[src/rtl/multicycle_control_sequencer_pkg.sv]
// Shared definitions for the multicycle control sequencer.
// Contents:
//   StateW / OpcodeW  : widths of the state code and the IR opcode field
//   state_e           : control-state encodings consumed by the decode block
//   Op*               : fixed opcodes with their own instruction class
//   op_class_t        : one-hot opcode class produced by the opcode class decoder
package multicycle_control_sequencer_pkg;

  localparam int unsigned StateW  = 4;
  localparam int unsigned OpcodeW = 6;

  // Codes 13-15 are unused and fall back to StIf.
  typedef enum logic [StateW-1:0] {
    StIf     = 4'd0,
    StRf     = 4'd1,
    StImm2   = 4'd2,
    StAluR3  = 4'd3,
    StAluRi3 = 4'd4,
    StAlu4   = 4'd5,
    StBr3    = 4'd6,
    StMem3   = 4'd7,
    StLoad4  = 4'd8,
    StStore4 = 4'd9,
    StLoad5  = 4'd10,
    StJump3  = 4'd11,
    StHalted = 4'd12
  } state_e;

  localparam logic [OpcodeW-1:0] OpLoad  = 6'h20;
  localparam logic [OpcodeW-1:0] OpStore = 6'h21;
  localparam logic [OpcodeW-1:0] OpBeq   = 6'h22;
  localparam logic [OpcodeW-1:0] OpJump  = 6'h23;
  localparam logic [OpcodeW-1:0] OpLi    = 6'h24;
  localparam logic [OpcodeW-1:0] OpHalt  = 6'h3F;

  typedef struct packed {
    logic r_type;
    logic ri_type;
    logic load;
    logic store;
    logic beq;
    logic jump;
    logic li;
    logic halt;
    logic illegal;
  } op_class_t;

endpackage

[src/rtl/multicycle_control_sequencer_if.sv]
// Handshake and status bundle between the CPU datapath and the control sequencer.
// Signals:
//   run, opcode, mem_ready                     : datapath -> sequencer
//   state, mem_stall, instr_done, halted,
//   illegal, instr_count                       : sequencer -> datapath / decode
// Modports: master = datapath side, slave = sequencer side.
interface multicycle_control_sequencer_if
  import multicycle_control_sequencer_pkg::*;
#(
  parameter int unsigned COUNT_W = 32
);
  logic               run;
  logic [OpcodeW-1:0] opcode;
  logic               mem_ready;
  logic [StateW-1:0]  state;
  logic               mem_stall;
  logic               instr_done;
  logic               halted;
  logic               illegal;
  logic [COUNT_W-1:0] instr_count;

  modport master (
    output run, opcode, mem_ready,
    input  state, mem_stall, instr_done, halted, illegal, instr_count
  );

  modport slave (
    input  run, opcode, mem_ready,
    output state, mem_stall, instr_done, halted, illegal, instr_count
  );
endinterface

[src/rtl/multicycle_control_sequencer_opcode_class_decode.sv]
// Combinational opcode -> one-hot instruction class.
// Ports:
//   opcode_i : IR opcode field
//   class_o  : one-hot class (exactly one bit set for every opcode)
module multicycle_control_sequencer_opcode_class_decode
  import multicycle_control_sequencer_pkg::*;
(
  input  logic [OpcodeW-1:0] opcode_i,
  output op_class_t          class_o
);

  always_comb begin
    class_o = '0;
    unique casez (opcode_i)
      6'b00????: class_o.r_type  = 1'b1;
      6'b01????: class_o.ri_type = 1'b1;
      OpLoad:    class_o.load    = 1'b1;
      OpStore:   class_o.store   = 1'b1;
      OpBeq:     class_o.beq     = 1'b1;
      OpJump:    class_o.jump    = 1'b1;
      OpLi:      class_o.li      = 1'b1;
      OpHalt:    class_o.halt    = 1'b1;
      default:   class_o.illegal = 1'b1;
    endcase
  end

endmodule

[src/rtl/multicycle_control_sequencer.sv]
// State register and next-state logic of the multicycle CPU control path.
// Ports:
//   clk   : system clock, rising edge
//   reset : synchronous, active-high
//   bus   : slave modport; run/opcode/mem_ready in, state/mem_stall/instr_done/
//           halted/illegal/instr_count out
// Parameters:
//   COUNT_W     : width of the retired-instruction counter (wraps)
//   RESET_STATE : state entered on reset
module multicycle_control_sequencer
  import multicycle_control_sequencer_pkg::*;
#(
  parameter int unsigned        COUNT_W     = 32,
  parameter logic [StateW-1:0]  RESET_STATE = 4'd0
)(
  input logic                          clk,
  input logic                          reset,
  multicycle_control_sequencer_if.slave bus
);

  state_e             state_q, state_d;
  logic               halted_q, halted_d;
  logic               illegal_q, illegal_d;
  logic [COUNT_W-1:0] count_q, count_d;
  logic               mem_stall;
  logic               instr_done;
  op_class_t          op_class;

  multicycle_control_sequencer_opcode_class_decode u_opcode_class_decode (
    .opcode_i (bus.opcode),
    .class_o  (op_class)
  );

  always_comb begin
    state_d    = state_q;
    halted_d   = halted_q;
    illegal_d  = illegal_q;
    mem_stall  = 1'b0;
    instr_done = 1'b0;
    case (state_q)
      // run is only honoured here, so a dropped run lets the current instruction finish.
      StIf: begin
        if (bus.run && bus.mem_ready) state_d = StRf;
        else                          mem_stall = 1'b1;
      end
      StRf: begin
        if (op_class.r_type)                      state_d = StAluR3;
        else if (op_class.ri_type)                state_d = StAluRi3;
        else if (op_class.load || op_class.store) state_d = StMem3;
        else if (op_class.beq)                    state_d = StBr3;
        else if (op_class.jump)                   state_d = StJump3;
        else if (op_class.li)                     state_d = StImm2;
        else begin
          state_d   = StHalted;
          halted_d  = 1'b1;
          illegal_d = op_class.illegal;
        end
      end
      StAluR3, StAluRi3: state_d = StAlu4;
      StMem3:            state_d = op_class.store ? StStore4 : StLoad4;
      StLoad4: begin
        if (bus.mem_ready) state_d = StLoad5;
        else               mem_stall = 1'b1;
      end
      StStore4: begin
        if (bus.mem_ready) begin
          state_d    = StIf;
          instr_done = 1'b1;
        end else begin
          mem_stall = 1'b1;
        end
      end
      StAlu4, StLoad5, StBr3, StJump3, StImm2: begin
        state_d    = StIf;
        instr_done = 1'b1;
      end
      StHalted: state_d = StHalted;
      default:  state_d = StIf;
    endcase
    count_d = instr_done ? count_q + COUNT_W'(1) : count_q;
  end

  always_ff @(posedge clk) begin
    if (reset) begin
      state_q   <= state_e'(RESET_STATE);
      halted_q  <= 1'b0;
      illegal_q <= 1'b0;
      count_q   <= '0;
    end else begin
      state_q   <= state_d;
      halted_q  <= halted_d;
      illegal_q <= illegal_d;
      count_q   <= count_d;
    end
  end

  assign bus.state       = state_q;
  assign bus.mem_stall   = mem_stall;
  assign bus.instr_done  = instr_done;
  assign bus.halted      = halted_q;
  assign bus.illegal     = illegal_q;
  assign bus.instr_count = count_q;

endmodule

[src/flat_wrapper.sv]
// flat-port wrapper written by rule: the top's interface ports become plain ports
module multicycle_control_sequencer_flat import multicycle_control_sequencer_pkg::*;
#(
  parameter int unsigned        COUNT_W     = 32,
  parameter logic [StateW-1:0]  RESET_STATE = 4'd0
)
  (clk, reset, bus_run, bus_opcode, bus_mem_ready, bus_state, bus_mem_stall, bus_instr_done, bus_halted, bus_illegal, bus_instr_count);
  multicycle_control_sequencer_if #(.COUNT_W(COUNT_W)) bus_i ();
  input logic clk;
  input logic reset;
  input wire logic [$bits(bus_i.run)-1:0] bus_run;
  input wire logic [$bits(bus_i.opcode)-1:0] bus_opcode;
  input wire logic [$bits(bus_i.mem_ready)-1:0] bus_mem_ready;
  output wire logic [$bits(bus_i.state)-1:0] bus_state;
  output wire logic [$bits(bus_i.mem_stall)-1:0] bus_mem_stall;
  output wire logic [$bits(bus_i.instr_done)-1:0] bus_instr_done;
  output wire logic [$bits(bus_i.halted)-1:0] bus_halted;
  output wire logic [$bits(bus_i.illegal)-1:0] bus_illegal;
  output wire logic [$bits(bus_i.instr_count)-1:0] bus_instr_count;
  assign bus_i.run = bus_run;
  assign bus_i.opcode = bus_opcode;
  assign bus_i.mem_ready = bus_mem_ready;
  assign bus_state = bus_i.state;
  assign bus_mem_stall = bus_i.mem_stall;
  assign bus_instr_done = bus_i.instr_done;
  assign bus_halted = bus_i.halted;
  assign bus_illegal = bus_i.illegal;
  assign bus_instr_count = bus_i.instr_count;
  multicycle_control_sequencer #(.COUNT_W(COUNT_W), .RESET_STATE(RESET_STATE)) u_core (.clk(clk), .reset(reset), .bus(bus_i));
endmodule
[config.mk]
export PLATFORM = sky130hd
export DESIGN_NAME = multicycle_control_sequencer_flat
export DESIGN_NICKNAME = d
export VERILOG_FILES = /design/src/rtl/multicycle_control_sequencer_pkg.sv /design/src/rtl/multicycle_control_sequencer_if.sv /design/src/rtl/multicycle_control_sequencer_opcode_class_decode.sv /design/src/rtl/multicycle_control_sequencer.sv /design/src/flat_wrapper.sv
export SDC_FILE = /design/constraint.sdc
export NUM_CORES = 1
export LEC_CHECK = 0
export BUFFER_PORTS_ARGS = -buffer_cell sky130_fd_sc_hd__clkbuf_2
export CAP_MARGIN = 30
export CELL_PAD_IN_SITES_DETAIL_PLACEMENT = 0
export CELL_PAD_IN_SITES_GLOBAL_PLACEMENT = 1
export CORE_AREA = 5 5 89 91
export CTS_CLUSTER_SIZE = 12
export DETAILED_ROUTE_END_ITERATION = 10
export DIE_AREA = 0 0 94 96
export PLACE_DENSITY_LB_ADDON = 0.12
export SLEW_MARGIN = 10
export SYNTH_ARGS = -nofsm -noshare
export SYNTH_HDL_FRONTEND = slang
export SYNTH_HIERARCHICAL = 1
export SYNTH_SLANG_ARGS = --single-unit
[constraint.sdc]
create_clock -name clk -period 5.2 [get_ports clk]
set_clock_uncertainty 0.2 [all_clocks]
set_input_delay 0.26 -clock clk [delete_from_list [all_inputs] [get_ports clk]]
set_output_delay 0.26 -clock clk [all_outputs]
set_load 0.03 [all_outputs]
-- After elaboration in Yosys (flattened, before gate mapping)
Cells that the tools add are included.
- bits of input ports: 10
- flip-flop bits (word level): 38
- add/subtract/negate cells: 1
- eq/ne operators: 22
- bitwise operators: 6
- muxes and demuxes: 24
- reduce and logical (&&, ||, !) cells: 10
- operators by type and width (kind ; count):
    $eq 6x6->1 const B ; 6
    $mux 4 ; 9
    $add 32x1->32 const B ; 1
    $pmux 4 s7 ; 1
    $eq 4x4->1 const B ; 5
    $eq 4x3->1 const B ; 4
    $mux 1 ; 12
    $eq 4x2->1 const B ; 2
    $reduce_or 8->1 ; 1
    $reduce_and 7->1 ; 1
    $not 1->1 ; 6
    $reduce_or 5->1 ; 1
    $eq 4x1->1 const B ; 1
    $logic_not 4->1 ; 1
    $ne 2x2->1 const B ; 2
    $pmux 1 s2 ; 2
    $reduce_or 2->1 ; 2
    $reduce_and 3->1 ; 1
    $eq 2x1->1 const B ; 1
    $logic_not 2->1 ; 1
    $ne 2x1->1 const B ; 1
    $logic_and 1x1->1 ; 1
    $logic_or 1x1->1 ; 1

-- Depth between registers and ports, before layout
Gate-level depths: netlist of run 1.
- word-level depth: 9
- gate-level depth with buffers: 8
- gate-level depth less buffers: 7

-- Modules after synthesis
The synthesis of run 1 kept the hierarchy.
- by module, submodules not included (module ; area each (um2) ; cells each ; times used):
    multicycle_control_sequencer ; 1915.6 ; 233 ; 1
    multicycle_control_sequencer_opcode_class_decode ; 113.9 ; 16 ; 1

-- Least setup slack after synthesis of run 1
Ideal clock, no wire load.
- path type: flip-flop to flip-flop
- from: reg u_core.state_q[2] (netlist: u_core/bus.state[2])
- to: reg u_core.count_q[29] (netlist: u_core/bus.instr_count[29])
- buffers on the path: 2
- stages on the path, launching flop included: 9
- clock period less this slack: 2416 ps
- slack: 2784 ps
- arrival time: 2088 ps
- path through: dfxtp_1 buf_2 nor2b_4 o221ai_2 inv_1 buf_1 nand4_1 xor2_1 nor2_1
- longest elaborated chain between the ends: 3
- elaborated cells between the ends (all ways): 8
- those cells by class: eq/ne (6); mux (1); reduce/logical (1)
- RTL lines (what ; RTL line ; text):
    start, declared ; multicycle_control_sequencer.sv:21 ; state_e state_q, state_d;
    start signal, assigned ; multicycle_control_sequencer.sv:85 ; state_q <= state_e'(RESET_STATE);
    start signal, assigned ; multicycle_control_sequencer.sv:90 ; state_q <= state_d;
    $eq 4x3->1, or another cell as far along ; multicycle_control_sequencer.sv:40 ; case (state_q)
    $reduce_or 5->1 ; multicycle_control_sequencer.sv:40 ;
    $pmux 1 s2 (*) ; multicycle_control_sequencer.sv:40 ;
    net bus_instr_done ; flat_wrapper.sv:16 ; output wire logic [$bits(bus_i.instr_done)-1:0] bus_instr_done;
    end signal, assigned ; multicycle_control_sequencer.sv:93 ; count_q <= count_d;
    end, declared ; multicycle_control_sequencer.sv:24 ; logic [COUNT_W-1:0] count_q, count_d;
Mark *: on every way through the listed nets, which the timed path passes. The rest lies on a longest branch.
A chain may end at the register's enable or synchronous reset.

-- Worst setup path in the final report of run 1
- from: reg u_core.state_q[3] (netlist: u_core/bus.state[3])
- to: out bus_instr_done
- longest elaborated chain between the ends: 3
- elaborated cells between the ends (all ways): 8
- those cells by class: eq/ne (6); mux (1); reduce/logical (1)
- RTL lines (what ; RTL line):
    $eq 4x3->1, or another cell as far along ; multicycle_control_sequencer.sv:40
    $reduce_or 5->1 ; multicycle_control_sequencer.sv:40
    $pmux 1 s2 (*) ; multicycle_control_sequencer.sv:40
    end, declared ; flat_wrapper.sv:16
Every way passes the cells marked *; elsewhere a longest branch is shown, timed or not.

==> results of run 1 <==
final cells by class:
| class | count | area [µm²] |
|---|---|---|
| fillers | 808 | 4630 |
| multi-input cells | 195 | 1200 |
| flip-flops and latches | 38 | 761 |
| repair buffers | 49 | 245 |
| well taps | 99 | 124 |
| clock buffers | 5 | 68.8 |
| inverters | 6 | 22.5 |
| clock inverters | 2 | 10.0 |
tightest hold or removal path: cells and delay by family:
kind / cells / cell delay, ns
buffers and inverters: 1 / 0.14
and+or+nand+nor: 1 / 0.06
AOI/OAI and AO/OA: 2 / 0.14
flip-flops by register name (all words and copies together) (netlist names):
register and flops:
u_core/bus.halted 1, u_core/bus.illegal 1, u_core/bus.instr_count 32, u_core/bus.state 4
metal layers:
metal / vias up / GRT usage [%] / wire, µm
met3: 5 / 3.21 / 280
met5: - / 0 / 0
li1: 986 / - / -
met1: 896 / 18.6 / 2970
met2: 55 / 18.8 / 2300
met4: 0 / 3.61 / 38
stage by stage:
stage | std cells | hold WS (ns) | util, % | worst slack, ns
floorplan | 248 | 0.271 | - | 2.78
global placement | 387 | 0.262 | 33.3 | 2.67
detailed placement | 387 | 0.267 | 33.3 | 2.55
CTS | 394 | 0.151 | 34.4 | 2.53
global route | 394 | 0.168 | 34.4 | 2.31
finish | 394 | 0.160 | 34.4 | 2.54
cell usage in the layout (no fill, tap or decap), drive strengths merged, types with 5 or more instances in the layout:
cell type	n
clkbuf	54
nor2	43
dfxtp	38
nand4	20
xor2	20
nand2	17
a21oi	13
nand3	10
nor4	7
nand2b	6
inv	6
o21ai	6
xnor2	6
nor3	6
or4	5
power groups by stage:
stage | clock network (µW) | registers (µW) | logic [µW]
global route | 216 | 305 | 83.2
floorplan | 0 | 316 | 48.7
CTS | 203 | 304 | 76.8
detailed placement | 0 | 310 | 76.8
global placement | 0 | 310 | 77.2
finish | 193 | 304 | 75.9
final timing paths:
check,depth (start not counted),endpoint,start
max,4,bus_instr_done,u_core/bus.state[3]$_SDFFE_PP0P_
min,4,u_core/bus.illegal$_SDFFE_PP0P_,bus_opcode[4]
max reg2reg,6,u_core/bus.instr_count[25]$_SDFFE_PP0P_,u_core/bus.state[3]$_SDFFE_PP0P_
min reg2reg,2,u_core/bus.illegal$_SDFFE_PP0P_,u_core/bus.illegal$_SDFFE_PP0P_
==> results_dict.tcl, run 1 <==
set metrics [dict create \
    hpwl_um 4120 \
    postCtsSetupRepairBufs 0 \
    switchingPower_uw 163 \
    crit_fanout 24 \
    design_area_um2 2430 \
    grt_pass1_vias 1860 \
    ir_drop_mv 0.103 \
    rows 31 \
    antenna_found_initial 0 \
    final_nets 306 \
    power_density_nw_per_um2 236 \
    drt-initial-drc-count 109 \
    hold_viol 0 \
    core_area_um2 7060 \
    design.die.area_um2 9020 \
    cp_slowest_cell "inv_1" \
    avgSynthCellArea_um2 8.15 \
    outcome "complete, no violations" \
    start_kind "flop" \
    cts_root_buf "clkbuf_8" \
    gp_congestion 0.744 \
    synth_nets 259 \
    tightestPinTransition_ns 0.774 \
    drv_cap 0 \
    clock_sink_count 38 \
    drc 0 \
    path_buf_inv 2 \
    setup_viol 0 \
    crit_type "flop to primary output" \
    ioPinCount 50 \
    crit_family "buffers and inverters" \
    syn_area_um2 2020 \
    postCtsResizedCells 0 \
    grt_pass1_wl_um 9230 \
    path_cells "nand2b_1 > o221ai_2 > inv_1 > clkbuf_2" \
    power_frac_comb_pct 13.2 \
    grt.total_usage_pct 12.8 \
    tns_ns 0 \
    overflow 0 \
    wl_per_cell_um 14.2 \
    clk_pin_slew_ns 0.08 \
    avgViaCountPerCell 4.93 \
    drt-total-wl_um 5600 \
    postSynthCellCount 248 \
    port_buffers 49 \
    die_w_um 94 \
    fin_total_pwr_uw 573 \
    slew_headroom_pct 48.4 \
    intPower_uw 410 \
    final.min_clock_period_ns 2.66 \
    cts_made_buffers 5 \
    end_kind "primary output" \
    area_growth_pct 20.2 \
    rsz0062_at_grt "false" \
    grt_max_degree 38 \
    power_leakage_uw 0.000896 \
    max_freq_mhz 375 \
    crit_arrival_ns 2.20 \
    die_y_um 96 \
    hold_buffers 0 \
    ys_warn_count 6 \
    drive_gt1_share_pct 22.0 \
    maxSlewViolCount 0 \
    diodes 0 \
    period_share_pct 51.2 \
    clk_latency_ns 0.29 \
    cts_max_path_buffers 2 \
    hold_class "input pin to flop" \
    pwr-share-seq_pct 53.0 \
    critPathMaxStageDelay_ns 0.60 \
    place_area_um2 2350 \
    vias 1942 \
    r2r_slack_ns 2.54 \
    ant_nets 0 \
    clkPwrFrac_pct 33.7 \
    drt_pass1_iterations 4 \
    htree_num_levels 2 \
    start_util_pct 28.6 \
    cts_tree "built" \
    p_sw_share_pct 28.5 \
    required_ns 4.74 \
]
Note: power is estimated with default switching activity, not from simulation.
==> run 2: changes to the inputs <==
==> constraint.sdc (replaced) <==
create_clock -name clk -period 2.4 [get_ports clk]
set_clock_uncertainty 0.2 [all_clocks]
set_input_delay 0.12 -clock clk [delete_from_list [all_inputs] [get_ports clk]]
set_output_delay 0.12 -clock clk [all_outputs]
set_load 0.03 [all_outputs]
==> results_dict.tcl, run 2 (synthesis gave the netlist of run 1 again) <==
set metrics [dict create \
    postCtsSetupRepairBufs 0 \
    drv_cap 0 \
    die_y_um 96 \
    ir_drop_mv 0.302 \
    area_growth_pct 32.4 \
    pwr-share-seq_pct 42.7 \
    highest_layer "met4" \
    outcome "complete, no violations" \
    intPower_uw 1160 \
    ant_nets 0 \
    power_leakage_uw 0.00105 \
    clkPwrFrac_pct 44.4 \
    crit_type "flop to primary output" \
    cts_max_path_buffers 2 \
    vias 2033 \
    crit_fanout 12 \
    end_kind "primary output" \
    die_w_um 94 \
    hold_end "u_core/bus.illegal$_SDFFE_PP0P_" \
    power_density_nw_per_um2 571 \
    htree_num_levels 2 \
    drc 0 \
    drt-total-wl_um 5810 \
    grt_max_degree 27 \
    cts_root_buf "clkbuf_8" \
    antenna_found_initial 0 \
    wl_per_cell_um 13.9 \
    place_area_um2 2520 \
    grt_pass1_vias 1981 \
    tns_ns 0 \
    design_area_um2 2680 \
    gp_congestion 0.806 \
    hold_class "input pin to flop" \
    final_common_cell "clkbuf_2" \
    cts_tree "built" \
    drt_pass1_iterations 4 \
    setup_slack_ns 0.229 \
    start_kind "flop" \
    r2r_end "u_core/bus.instr_count[28]$_SDFFE_PP0P_" \
    clk_pin_slew_ns 0.07 \
    startpoint "u_core/bus.state[1]$_SDFFE_PP0P_" \
    final_nets 330 \
    r2r_slack_ns 0.29 \
    avgViaCountPerCell 4.85 \
    grt.total_usage_pct 13.4 \
    core_area_um2 7060 \
    hpwl_um 4390 \
    largest_register_ffs 32 \
    design.die.area_um2 9020 \
    dr_wl_met2_um 2390 \
    holdPathStages 5 \
    drive_gt1_share_pct 27.8 \
    clock_sink_count 38 \
    wl_met1_um 3070 \
    p_sw_share_pct 24.4 \
    routed-wl-met3_um 284 \
    dp_cells 410 \
    overflow 0 \
    reg2regPathDepth 5 \
    crit_arrival_ns 1.85 \
    port_buffers 49 \
    required_ns 2.08 \
    ioPinCount 50 \
    setup_viol 0 \
    final_cells 419 \
    max_freq_mhz 461 \
    diodes 0 \
    postCtsResizedCells 0 \
    final_cell_mix "49 x clkbuf_2, 43 x nor2_1, 38 x dfxtp_1" \
    maxSlewViolCount 0 \
    drt-initial-drc-count 68 \
    hp-start "bus_opcode[5]" \
    slew_headroom_pct 75.3 \
    pre_cts_ws_ns 0.306 \
    tightestPinTransition_ns 0.367 \
    switchingPower_uw 372 \
    power_frac_comb_pct 13.0 \
    start_util_pct 28.6 \
    grt_pass1_wl_um 9620 \
    hold_viol 0 \
    final.min_clock_period_ns 2.17 \
    rr_startpoint "u_core/bus.state[1]$_SDFFE_PP0P_" \
    clk_latency_ns 0.29 \
    rsz0062_at_grt "false" \
    rows 31 \
    period_share_pct 90.5 \
    cts_made_buffers 5 \
]
## run 2: what timing repair did
| item | CTS | global route |
|---|---|---|
| endpoints found under the hold margin | 1 | 0 |
| hold buffers | 1 | 0 |
| endpoints found under the setup margin | 0 | 0 |
## run 2: power by group through the flow
| stage | Sequential [µW] | Clock, µW | Combinational, µW |
|---|---|---|---|
| after global routing | 653 | 732 | 215 |
| after global placement | 667 | 0 | 198 |
| after CTS | 652 | 702 | 199 |
| after detailed placement | 667 | 0 | 198 |
| after floorplan | 685 | 0 | 106 |
| final | 652 | 678 | 198 |
## run 2: worst max path at each step
| stage | end | slack (ns) | cells after the start |
|---|---|---|---|
| after floorplan | u_core/bus.instr_count[28]$_SDFFE_PP0P_ | 0.04 | 6 |
| after global placement | u_core/bus.instr_count[31]$_SDFFE_PP0P_ | 0.33 | 6 |
| after detailed placement | u_core/bus.instr_count[28]$_SDFFE_PP0P_ | 0.31 | 5 |
| after CTS | bus_instr_done | 0.23 | 6 |
| after global routing | bus_instr_done | 0.14 | 6 |
| final | bus_instr_done | 0.23 | 6 |
## run 2: routing by layer
metal | track usage, % | up-vias
met5 | 0 | -
met4 | 3.61 | 0
met3 | 3.75 | 5
met2 | 20.5 | 39
met1 | 18.5 | 942
li1 | - | 1047
## run 2: area by class of cell
type / count / area (µm²)
clock buffers: 6 / 82.6
well taps: 99 / 124
clock inverters: 2 / 60.1
flip-flops and latches: 38 / 761
fillers: 785 / 4380
inverters: 6 / 22.5
repair buffers: 73 / 428
multi-input cells: 195 / 1200
## run 2: critical path: stages, from the launching register on
cell	delay, ns
dfxtp_1	0.47
a2bb2oi_2	0.17
o221ai_2	0.12
buf_4	0.17
inv_1	0.17
buf_4	0.23
clkbuf_2	0.23
## run 2: metrics by stage
step / power, µW / util, % / hold WS [ns]
2_1_floorplan: 791 / - / 0.131
3_3_place_gp: 865 / 35.7 / 0.263
3_5_place_dp: 865 / 35.7 / 0.264
4_1_cts: 1550 / 37.9 / 0.0162
5_1_grt: 1600 / 37.9 / 0.0805
6_report: 1530 / 37.9 / 0.0196
